[src/rtl/alpha_calc_ctrl_if.sv]
// Valid/ready/data stream bundle used for every stream port of alpha_calc_ctrl.
// The master drives valid/data, the slave drives ready.
interface alpha_calc_ctrl_if #(
  parameter int WIDTH = 16
);
  logic             valid;
  logic             ready;
  logic [WIDTH-1:0] data;

  modport master (output valid, output data, input  ready);
  modport slave  (input  valid, input  data, output ready);
endinterface

[src/rtl/alpha_calc_ctrl.sv]
// Sequences means, sample streams and alpha results between upstream sources and one alpha_calc.
// Optional stall counter enabled by defining ALPHA_CALC_CTRL_STATS_EN.
module alpha_calc_ctrl #(
  parameter int DATA_WIDTH     = 16,
  parameter int BLOCK_SIZE_LOG = 8,
  parameter int ALPHA_WIDTH    = 10,
  parameter int BLOCKS_WIDTH   = 16
) (
  input  logic                    clk,
  input  logic                    rst,
  input  logic                    start,
  input  logic [BLOCKS_WIDTH-1:0] cfg_blocks,
  output logic                    busy,
  output logic                    done,
  alpha_calc_ctrl_if.slave        in_x,
  alpha_calc_ctrl_if.slave        in_xhat,
  alpha_calc_ctrl_if.slave        in_xmean,
  alpha_calc_ctrl_if.slave        in_xhatmean,
  alpha_calc_ctrl_if.master       calc_x,
  alpha_calc_ctrl_if.master       calc_xhat,
  alpha_calc_ctrl_if.master       calc_xmean,
  alpha_calc_ctrl_if.master       calc_xhatmean,
  alpha_calc_ctrl_if.slave        calc_alpha,
  alpha_calc_ctrl_if.master       alpha,
  output logic                    alpha_last
`ifdef ALPHA_CALC_CTRL_STATS_EN
  ,
  output logic [31:0]             stall_cycles
`endif
);

  localparam int CW = BLOCK_SIZE_LOG + 1;
  localparam logic [CW-1:0] N_SAMPLES = {1'b1, {BLOCK_SIZE_LOG{1'b0}}};

  typedef enum logic [2:0] {IDLE, MEANS, STREAM, ALPHA, DONE} state_e;

  state_e                  state;
  logic [BLOCKS_WIDTH-1:0] cfg_q;
  logic [BLOCKS_WIDTH-1:0] blk_idx;
  logic                    xmean_taken, xhatmean_taken;
  logic [CW-1:0]           cnt_x, cnt_xhat;

  // Gates decode registered state only, so streams add no latency and no comb loops.
  logic g_xmean, g_xhatmean, g_x, g_xhat, g_alpha;
  assign g_xmean    = (state == MEANS)  && !xmean_taken;
  assign g_xhatmean = (state == MEANS)  && !xhatmean_taken;
  assign g_x        = (state == STREAM) && (cnt_x    != N_SAMPLES);
  assign g_xhat     = (state == STREAM) && (cnt_xhat != N_SAMPLES);
  assign g_alpha    = (state == ALPHA);

  assign calc_xmean.valid    = g_xmean    & in_xmean.valid;
  assign in_xmean.ready      = g_xmean    & calc_xmean.ready;
  assign calc_xmean.data     = in_xmean.data[DATA_WIDTH-1:0];
  assign calc_xhatmean.valid = g_xhatmean & in_xhatmean.valid;
  assign in_xhatmean.ready   = g_xhatmean & calc_xhatmean.ready;
  assign calc_xhatmean.data  = in_xhatmean.data[DATA_WIDTH-1:0];
  assign calc_x.valid        = g_x        & in_x.valid;
  assign in_x.ready          = g_x        & calc_x.ready;
  assign calc_x.data         = in_x.data[DATA_WIDTH-1:0];
  assign calc_xhat.valid     = g_xhat     & in_xhat.valid;
  assign in_xhat.ready       = g_xhat     & calc_xhat.ready;
  assign calc_xhat.data      = in_xhat.data[DATA_WIDTH-1:0];

  logic is_last;
  assign is_last     = (blk_idx == cfg_q - BLOCKS_WIDTH'(1));
  assign alpha.valid = g_alpha & calc_alpha.valid;
  assign calc_alpha.ready = g_alpha & alpha.ready;
  assign alpha.data  = calc_alpha.data[ALPHA_WIDTH-1:0];
  assign alpha_last  = g_alpha & is_last;

  logic xmean_fire, xhatmean_fire, x_fire, xhat_fire, alpha_fire;
  assign xmean_fire    = calc_xmean.valid    & calc_xmean.ready;
  assign xhatmean_fire = calc_xhatmean.valid & calc_xhatmean.ready;
  assign x_fire        = calc_x.valid        & calc_x.ready;
  assign xhat_fire     = calc_xhat.valid     & calc_xhat.ready;
  assign alpha_fire    = alpha.valid         & alpha.ready;

  logic          xmean_got, xhatmean_got;
  logic [CW-1:0] cnt_x_nxt, cnt_xhat_nxt;
  assign xmean_got    = xmean_taken    | xmean_fire;
  assign xhatmean_got = xhatmean_taken | xhatmean_fire;
  assign cnt_x_nxt    = cnt_x    + {{(CW-1){1'b0}}, x_fire};
  assign cnt_xhat_nxt = cnt_xhat + {{(CW-1){1'b0}}, xhat_fire};

  // NOTE: every register here uses <= so all updates see pre-edge values regardless of statement order.
  always_ff @(posedge clk or posedge rst) begin
    if (rst) begin
      // NOTE: all control state is reset; a partial job is discarded, not resumed.
      state          <= IDLE;
      busy           <= 1'b0;
      done           <= 1'b0;
      cfg_q          <= '0;
      blk_idx        <= '0;
      xmean_taken    <= 1'b0;
      xhatmean_taken <= 1'b0;
      cnt_x          <= '0;
      cnt_xhat       <= '0;
    end else begin
      done <= 1'b0;
      case (state)
        IDLE: begin
          if (start) begin
            cfg_q   <= cfg_blocks;
            blk_idx <= '0;
            busy    <= 1'b1;
            if (cfg_blocks == '0) begin
              state <= DONE;
              done  <= 1'b1;
            end else begin
              state <= MEANS;
            end
          end
        end
        MEANS: begin
          if (xmean_got && xhatmean_got) begin
            xmean_taken    <= 1'b0;
            xhatmean_taken <= 1'b0;
            state          <= STREAM;
          end else begin
            xmean_taken    <= xmean_got;
            xhatmean_taken <= xhatmean_got;
          end
        end
        STREAM: begin
          if (cnt_x_nxt == N_SAMPLES && cnt_xhat_nxt == N_SAMPLES) begin
            cnt_x    <= '0;
            cnt_xhat <= '0;
            state    <= ALPHA;
          end else begin
            cnt_x    <= cnt_x_nxt;
            cnt_xhat <= cnt_xhat_nxt;
          end
        end
        ALPHA: begin
          if (alpha_fire) begin
            if (is_last) begin
              state <= DONE;
              done  <= 1'b1;
            end else begin
              blk_idx <= blk_idx + BLOCKS_WIDTH'(1);
              state   <= MEANS;
            end
          end
        end
        DONE: begin
          busy  <= 1'b0;
          state <= IDLE;
        end
        default: state <= IDLE;
      endcase
    end
  end

`ifdef ALPHA_CALC_CTRL_STATS_EN
  logic [31:0] stall_q;
  always_ff @(posedge clk or posedge rst) begin
    if (rst) begin
      stall_q <= '0;
    end else if (state == IDLE && start) begin
      stall_q <= '0;
    end else if (state == STREAM && !x_fire && !xhat_fire && stall_q != '1) begin
      stall_q <= stall_q + 32'd1;
    end
  end
  assign stall_cycles = stall_q;
`endif

endmodule

[src/flat_wrapper.sv]
// flat-port wrapper written by rule: the top's interface ports become plain ports
module alpha_calc_ctrl_flat 
#(
  parameter int DATA_WIDTH     = 16,
  parameter int BLOCK_SIZE_LOG = 8,
  parameter int ALPHA_WIDTH    = 10,
  parameter int BLOCKS_WIDTH   = 16
)
  (clk, rst, start, cfg_blocks, busy, done, alpha_last, in_x_valid, in_x_data, in_x_ready, in_xhat_valid, in_xhat_data, in_xhat_ready, in_xmean_valid, in_xmean_data, in_xmean_ready, in_xhatmean_valid, in_xhatmean_data, in_xhatmean_ready, calc_x_valid, calc_x_data, calc_x_ready, calc_xhat_valid, calc_xhat_data, calc_xhat_ready, calc_xmean_valid, calc_xmean_data, calc_xmean_ready, calc_xhatmean_valid, calc_xhatmean_data, calc_xhatmean_ready, calc_alpha_valid, calc_alpha_data, calc_alpha_ready, alpha_valid, alpha_data, alpha_ready);
  alpha_calc_ctrl_if #(.WIDTH(16)) in_x_i ();
  alpha_calc_ctrl_if #(.WIDTH(16)) in_xhat_i ();
  alpha_calc_ctrl_if #(.WIDTH(16)) in_xmean_i ();
  alpha_calc_ctrl_if #(.WIDTH(16)) in_xhatmean_i ();
  alpha_calc_ctrl_if #(.WIDTH(16)) calc_x_i ();
  alpha_calc_ctrl_if #(.WIDTH(16)) calc_xhat_i ();
  alpha_calc_ctrl_if #(.WIDTH(16)) calc_xmean_i ();
  alpha_calc_ctrl_if #(.WIDTH(16)) calc_xhatmean_i ();
  alpha_calc_ctrl_if #(.WIDTH(10)) calc_alpha_i ();
  alpha_calc_ctrl_if #(.WIDTH(10)) alpha_i ();
  input  logic clk;
  input  logic rst;
  input  logic start;
  input  logic [BLOCKS_WIDTH-1:0] cfg_blocks;
  output logic busy;
  output logic done;
  output logic alpha_last;
  input wire logic [$bits(in_x_i.valid)-1:0] in_x_valid;
  input wire logic [$bits(in_x_i.data)-1:0] in_x_data;
  output wire logic [$bits(in_x_i.ready)-1:0] in_x_ready;
  input wire logic [$bits(in_xhat_i.valid)-1:0] in_xhat_valid;
  input wire logic [$bits(in_xhat_i.data)-1:0] in_xhat_data;
  output wire logic [$bits(in_xhat_i.ready)-1:0] in_xhat_ready;
  input wire logic [$bits(in_xmean_i.valid)-1:0] in_xmean_valid;
  input wire logic [$bits(in_xmean_i.data)-1:0] in_xmean_data;
  output wire logic [$bits(in_xmean_i.ready)-1:0] in_xmean_ready;
  input wire logic [$bits(in_xhatmean_i.valid)-1:0] in_xhatmean_valid;
  input wire logic [$bits(in_xhatmean_i.data)-1:0] in_xhatmean_data;
  output wire logic [$bits(in_xhatmean_i.ready)-1:0] in_xhatmean_ready;
  output wire logic [$bits(calc_x_i.valid)-1:0] calc_x_valid;
  output wire logic [$bits(calc_x_i.data)-1:0] calc_x_data;
  input wire logic [$bits(calc_x_i.ready)-1:0] calc_x_ready;
  output wire logic [$bits(calc_xhat_i.valid)-1:0] calc_xhat_valid;
  output wire logic [$bits(calc_xhat_i.data)-1:0] calc_xhat_data;
  input wire logic [$bits(calc_xhat_i.ready)-1:0] calc_xhat_ready;
  output wire logic [$bits(calc_xmean_i.valid)-1:0] calc_xmean_valid;
  output wire logic [$bits(calc_xmean_i.data)-1:0] calc_xmean_data;
  input wire logic [$bits(calc_xmean_i.ready)-1:0] calc_xmean_ready;
  output wire logic [$bits(calc_xhatmean_i.valid)-1:0] calc_xhatmean_valid;
  output wire logic [$bits(calc_xhatmean_i.data)-1:0] calc_xhatmean_data;
  input wire logic [$bits(calc_xhatmean_i.ready)-1:0] calc_xhatmean_ready;
  input wire logic [$bits(calc_alpha_i.valid)-1:0] calc_alpha_valid;
  input wire logic [$bits(calc_alpha_i.data)-1:0] calc_alpha_data;
  output wire logic [$bits(calc_alpha_i.ready)-1:0] calc_alpha_ready;
  output wire logic [$bits(alpha_i.valid)-1:0] alpha_valid;
  output wire logic [$bits(alpha_i.data)-1:0] alpha_data;
  input wire logic [$bits(alpha_i.ready)-1:0] alpha_ready;
  assign in_x_i.valid = in_x_valid;
  assign in_x_i.data = in_x_data;
  assign in_x_ready = in_x_i.ready;
  assign in_xhat_i.valid = in_xhat_valid;
  assign in_xhat_i.data = in_xhat_data;
  assign in_xhat_ready = in_xhat_i.ready;
  assign in_xmean_i.valid = in_xmean_valid;
  assign in_xmean_i.data = in_xmean_data;
  assign in_xmean_ready = in_xmean_i.ready;
  assign in_xhatmean_i.valid = in_xhatmean_valid;
  assign in_xhatmean_i.data = in_xhatmean_data;
  assign in_xhatmean_ready = in_xhatmean_i.ready;
  assign calc_x_valid = calc_x_i.valid;
  assign calc_x_data = calc_x_i.data;
  assign calc_x_i.ready = calc_x_ready;
  assign calc_xhat_valid = calc_xhat_i.valid;
  assign calc_xhat_data = calc_xhat_i.data;
  assign calc_xhat_i.ready = calc_xhat_ready;
  assign calc_xmean_valid = calc_xmean_i.valid;
  assign calc_xmean_data = calc_xmean_i.data;
  assign calc_xmean_i.ready = calc_xmean_ready;
  assign calc_xhatmean_valid = calc_xhatmean_i.valid;
  assign calc_xhatmean_data = calc_xhatmean_i.data;
  assign calc_xhatmean_i.ready = calc_xhatmean_ready;
  assign calc_alpha_i.valid = calc_alpha_valid;
  assign calc_alpha_i.data = calc_alpha_data;
  assign calc_alpha_ready = calc_alpha_i.ready;
  assign alpha_valid = alpha_i.valid;
  assign alpha_data = alpha_i.data;
  assign alpha_i.ready = alpha_ready;
  alpha_calc_ctrl #(.DATA_WIDTH(DATA_WIDTH), .BLOCK_SIZE_LOG(BLOCK_SIZE_LOG), .ALPHA_WIDTH(ALPHA_WIDTH), .BLOCKS_WIDTH(BLOCKS_WIDTH)) u_core (.clk(clk), .rst(rst), .start(start), .cfg_blocks(cfg_blocks), .busy(busy), .done(done), .in_x(in_x_i), .in_xhat(in_xhat_i), .in_xmean(in_xmean_i), .in_xhatmean(in_xhatmean_i), .calc_x(calc_x_i), .calc_xhat(calc_xhat_i), .calc_xmean(calc_xmean_i), .calc_xhatmean(calc_xhatmean_i), .calc_alpha(calc_alpha_i), .alpha(alpha_i), .alpha_last(alpha_last));
endmodule
[config.mk]
export PLATFORM = sky130hd
export DESIGN_NAME = alpha_calc_ctrl_flat
export DESIGN_NICKNAME = d
export VERILOG_FILES = /design/src/rtl/alpha_calc_ctrl_if.sv /design/src/rtl/alpha_calc_ctrl.sv /design/src/flat_wrapper.sv
export SDC_FILE = /design/constraint.sdc
export NUM_CORES = 1
export LEC_CHECK = 0
export BUFFER_PORTS_ARGS = -buffer_cell sky130_fd_sc_hd__buf_4
export CORE_UTILIZATION = 52
export DETAILED_ROUTE_END_ITERATION = 10
export PLACE_DENSITY = 0.95
export SLEW_MARGIN = 20
export SYNTH_ARGS = -nofsm -noshare
export SYNTH_HDL_FRONTEND = slang
export SYNTH_SLANG_ARGS = --single-unit
[constraint.sdc]
create_clock -name clk -period 5.6 [get_ports clk]
set_clock_uncertainty 0.15 [all_clocks]
set_input_delay 0.84 -clock clk [delete_from_list [all_inputs] [get_ports clk]]
set_output_delay 0.84 -clock clk [all_outputs]
set_load 0.005 [all_outputs]
==> impl_metrics.env <==
export IMPL_area_growth_pct=1.32
export IMPL_min_delay_start="u_core.cfg_q[15]"
export IMPL_leakage_nw=1.90
export IMPL_ant_nets=0
export IMPL_end_kind="flop"
export IMPL_cts_tree="done"
export IMPL_ys_seq_area_share_pct=32.8
export IMPL_power_share_clock_pct=24.0
export IMPL_htreeDepth=3
export IMPL_grt_max_degree=58
export IMPL_first_pass_iters=5
export IMPL_clock_latency_ns=0.34
export IMPL_multi_input_area_um2=2230
export IMPL_power_density_nw_per_um2=432
export IMPL_synth_top_cells_by_count="76 x nand2_1, 75 x buf_4, 57 x dfrtp_1, 28 x nor2_1, 18 x a21oi_1"
export IMPL_die_h_um=93.5
export IMPL_crit_arrival_ns=5.09
export IMPL_seqPwrFrac_pct=36.1
export IMPL_seqCellArea_um2=1430
export IMPL_worst_pin_slew_ns=1.06
export IMPL_tns_ns=0
export IMPL_critPathLaunchType="flop"
export IMPL_grt_pass1_wl_um=17200
export IMPL_irDropWorstVdd_v=0.000276
export IMPL_rsz0062_at_grt="no"
export IMPL_drtIter0Drc=350
export IMPL_die_width_um=93.5
export IMPL_synth_nets=636
export IMPL_hold_class="reg2reg"
export IMPL_post_cts_resized=0
export IMPL_initial_utilization_pct=54.9
export IMPL_period_minus_slack_ns=4.99
export IMPL_grt_util_all_layers_pct=24.9
export IMPL_final_core_utilization_pct=55.6
export IMPL_synth_top_area_share_pct=32.8
export IMPL_grt_pass1_vias=3664
export IMPL_vias=3847
export IMPL_numCtsBuffers=9
export IMPL_outcome="finished clean"
export IMPL_cts_sinks=57
export IMPL_synthTopCellsByArea="dfrtp_1 33%, buf_4 13%, nand2_1 6.6%"
export IMPL_post_route_period_util_pct=89.0
export IMPL_p_sw_mw=0.784
export IMPL_max_cap_violations=0
export IMPL_port_buffers=41
export IMPL_clock_path_buffers=2
export IMPL_overflow=0
export IMPL_dp_slack_ns=0.807
export IMPL_die_area_um2=8740
export IMPL_n_fill_cell=667
export IMPL_cts_root_buf="clkbuf_8"
export IMPL_layout_nets=597
export IMPL_synthArstFlopShare_pct=100
export IMPL_final_hold_viol_count=0
export IMPL_r2r_cells=13
export IMPL_criticalPathCategory="reg2reg"
export IMPL_final_layout_size_suffix_gt1_share_pct=14.8
export IMPL_power_total_mw=1.90
export IMPL_maxSlewViolCount=0
export IMPL_num_antenna_cells=0
export IMPL_combPwrFrac_pct=40.0
export IMPL_required_ns=5.71
export IMPL_synth_area_leader_cell="dfrtp_1"
export IMPL_final_setup_viol_count=0
export IMPL_ioPinCount=190
export IMPL_relSlewSlack_pct=29.3
export IMPL_place_congestion=0.923
export IMPL_worstPathMaxFanout=16
export IMPL_setup_ws_ns=0.615
export IMPL_synth_flop_cell="dfrtp_1"
export IMPL_avgRoutedWirePerCell_um=17.6
export IMPL_synth_most_common_cell="nand2_1"
export IMPL_max_freq_mhz=201
export IMPL_whs_path_depth=2
export IMPL_rr_endpoint="u_core.state[0]"
export IMPL_r2r_start="u_core.state[1]"
export IMPL_cts_hold_buf=0
export IMPL_clkSlewWorstSetupHoldPaths_ns=0.07
export IMPL_switching_share_pct=41.2
export IMPL_post_cts_setup_buffers=0
export IMPL_rows=32
export IMPL_internal_power_mw=1.12
export IMPL_wirelength_um=10400
export IMPL_post_route_drc_count=0
export IMPL_synth_edff_count=0
export IMPL_dp_hpwl_um=7220
export IMPL_synth_warnings=0
export IMPL_min_to="u_core.cfg_q[15]"
export IMPL_avgSynthCellArea_um2=8.26
export IMPL_routed_via_density=6.47
export IMPL_syn_inst=527
export IMPL_synth_cell_types=67
export IMPL_synth_seq_cells=57
export IMPL_reg2reg_slack_ns=0.61
export IMPL_core_area_um2=7930
export IMPL_synthesis_area_um2=4350
export IMPL_antenna_found_initial=0
==> per-layer routing <==
metal / global-route usage (%) / wire [um]
met2: 41.1 / 5050
met5: 0 / 0
met4: 9.10 / 219
met3: 7.97 / 1090
met1: 30.2 / 4090
==> worst max-delay path, stage by stage, from the launching register on <==
cell and delay [ns]:
dfrtp_1 0.44, nor2b_1 0.37, nand2_1 0.41, a31oi_1 0.32, and3_1 0.19, ha_1 0.24
ha_1 0.29, and4_1 0.30, nor4b_1 0.36, o22ai_1 0.14, a2111oi_2 0.59, nor2_1 0.42
o41a_1 0.51, a31oi_1 0.17
==> cell type report <==
type / instances / share of cell area [%]
Tap cell: 102 / 2.90
Multi-Input combinational cell: 362 / 50.6
Inverter: 14 / 1.19
Clock inverter: 4 / 1.67
Timing Repair Buffer: 44 / 7.49
Clock buffer: 12 / 3.75
Sequential cell: 57 / 32.4
==> cell usage in the layout (no fill, tap or decap), types with 7 or more instances in the layout <==
cell      synthesis  routed
inv_1            14      13
o21ai_0          16      16
a22o_1            7       7
and3_1           14      14
xnor2_1          13      13
nor2b_1           7       7
xor2_1            9       9
nand4_1          10      10
nor4_1           12      11
dfrtp_1          57      57
buf_4            75      44
nand2_1          76      76
nor3b_1           8       8
a21oi_1          18      18
and2_1            9       9
nor2_1           28      28
nand3_1          16      16
clkbuf_8          0      12
or3_1             9       9
nor3_1           11      11
or4_1             9       9
==> through the flow <==
stage / hold slack, ns / instances / cell area (um2)
after floorplan: 0.317 / 527 / 4350
after global placement: 0.334 / 579 / 4160
after detailed placement: 0.341 / 579 / 4160
after CTS: 0.357 / 595 / 4400
after global routing: 0.399 / 595 / 4410
final: 0.351 / 595 / 4410
==> flip-flops by register name (all words and copies together) (netlist names) <==
name                   cells
u_core.blk_idx            16
u_core.cfg_q              16
u_core.cnt_x               9
u_core.cnt_xhat            9
u_core.state               3
u_core.busy                1
u_core.done                1
u_core.xhatmean_taken      1
u_core.xmean_taken         1
==> power groups by stage <==
| stage | Combinational, mW | Sequential [mW] | Clock (mW) |
|---|---|---|---|
| after global placement | 0.702 | 0.668 | 0 |
| after CTS | 0.748 | 0.678 | 0.463 |
| after global routing | 0.843 | 0.705 | 0.480 |
| after detailed placement | 0.732 | 0.684 | 0 |
| after floorplan | 0.648 | 0.612 | 0 |
| final | 0.760 | 0.687 | 0.456 |
==> worst max path at each step <==
stage | start | end | cells after the start
floorplan | u_core.cnt_x[5] | u_core.state[0] | 13
global placement | u_core.state[1] | u_core.state[0] | 13
detailed placement | u_core.state[1] | u_core.state[0] | 13
CTS | u_core.state[1] | u_core.state[0] | 13
global route | u_core.state[1] | u_core.state[0] | 13
finish | u_core.state[1] | u_core.state[0] | 13
==> kinds of logic (layout without fill, tap and decap cells) <==
group | Yosys count | in the layout | synth area share [%]
AND/OR/NAND/NOR | 229 | 229 | 27.8
buffers and inverters | 108 | 74 | 16.0
AO/OA/AOI/OAI | 98 | 98 | 15.6
flip-flops | 57 | 57 | 32.8
XOR/XNOR | 22 | 22 | 4.43
multiplexers | 7 | 7 | 1.64
adder cells (fa/ha/maj) | 6 | 6 | 1.73
Power figures use the tool's default switching activity.
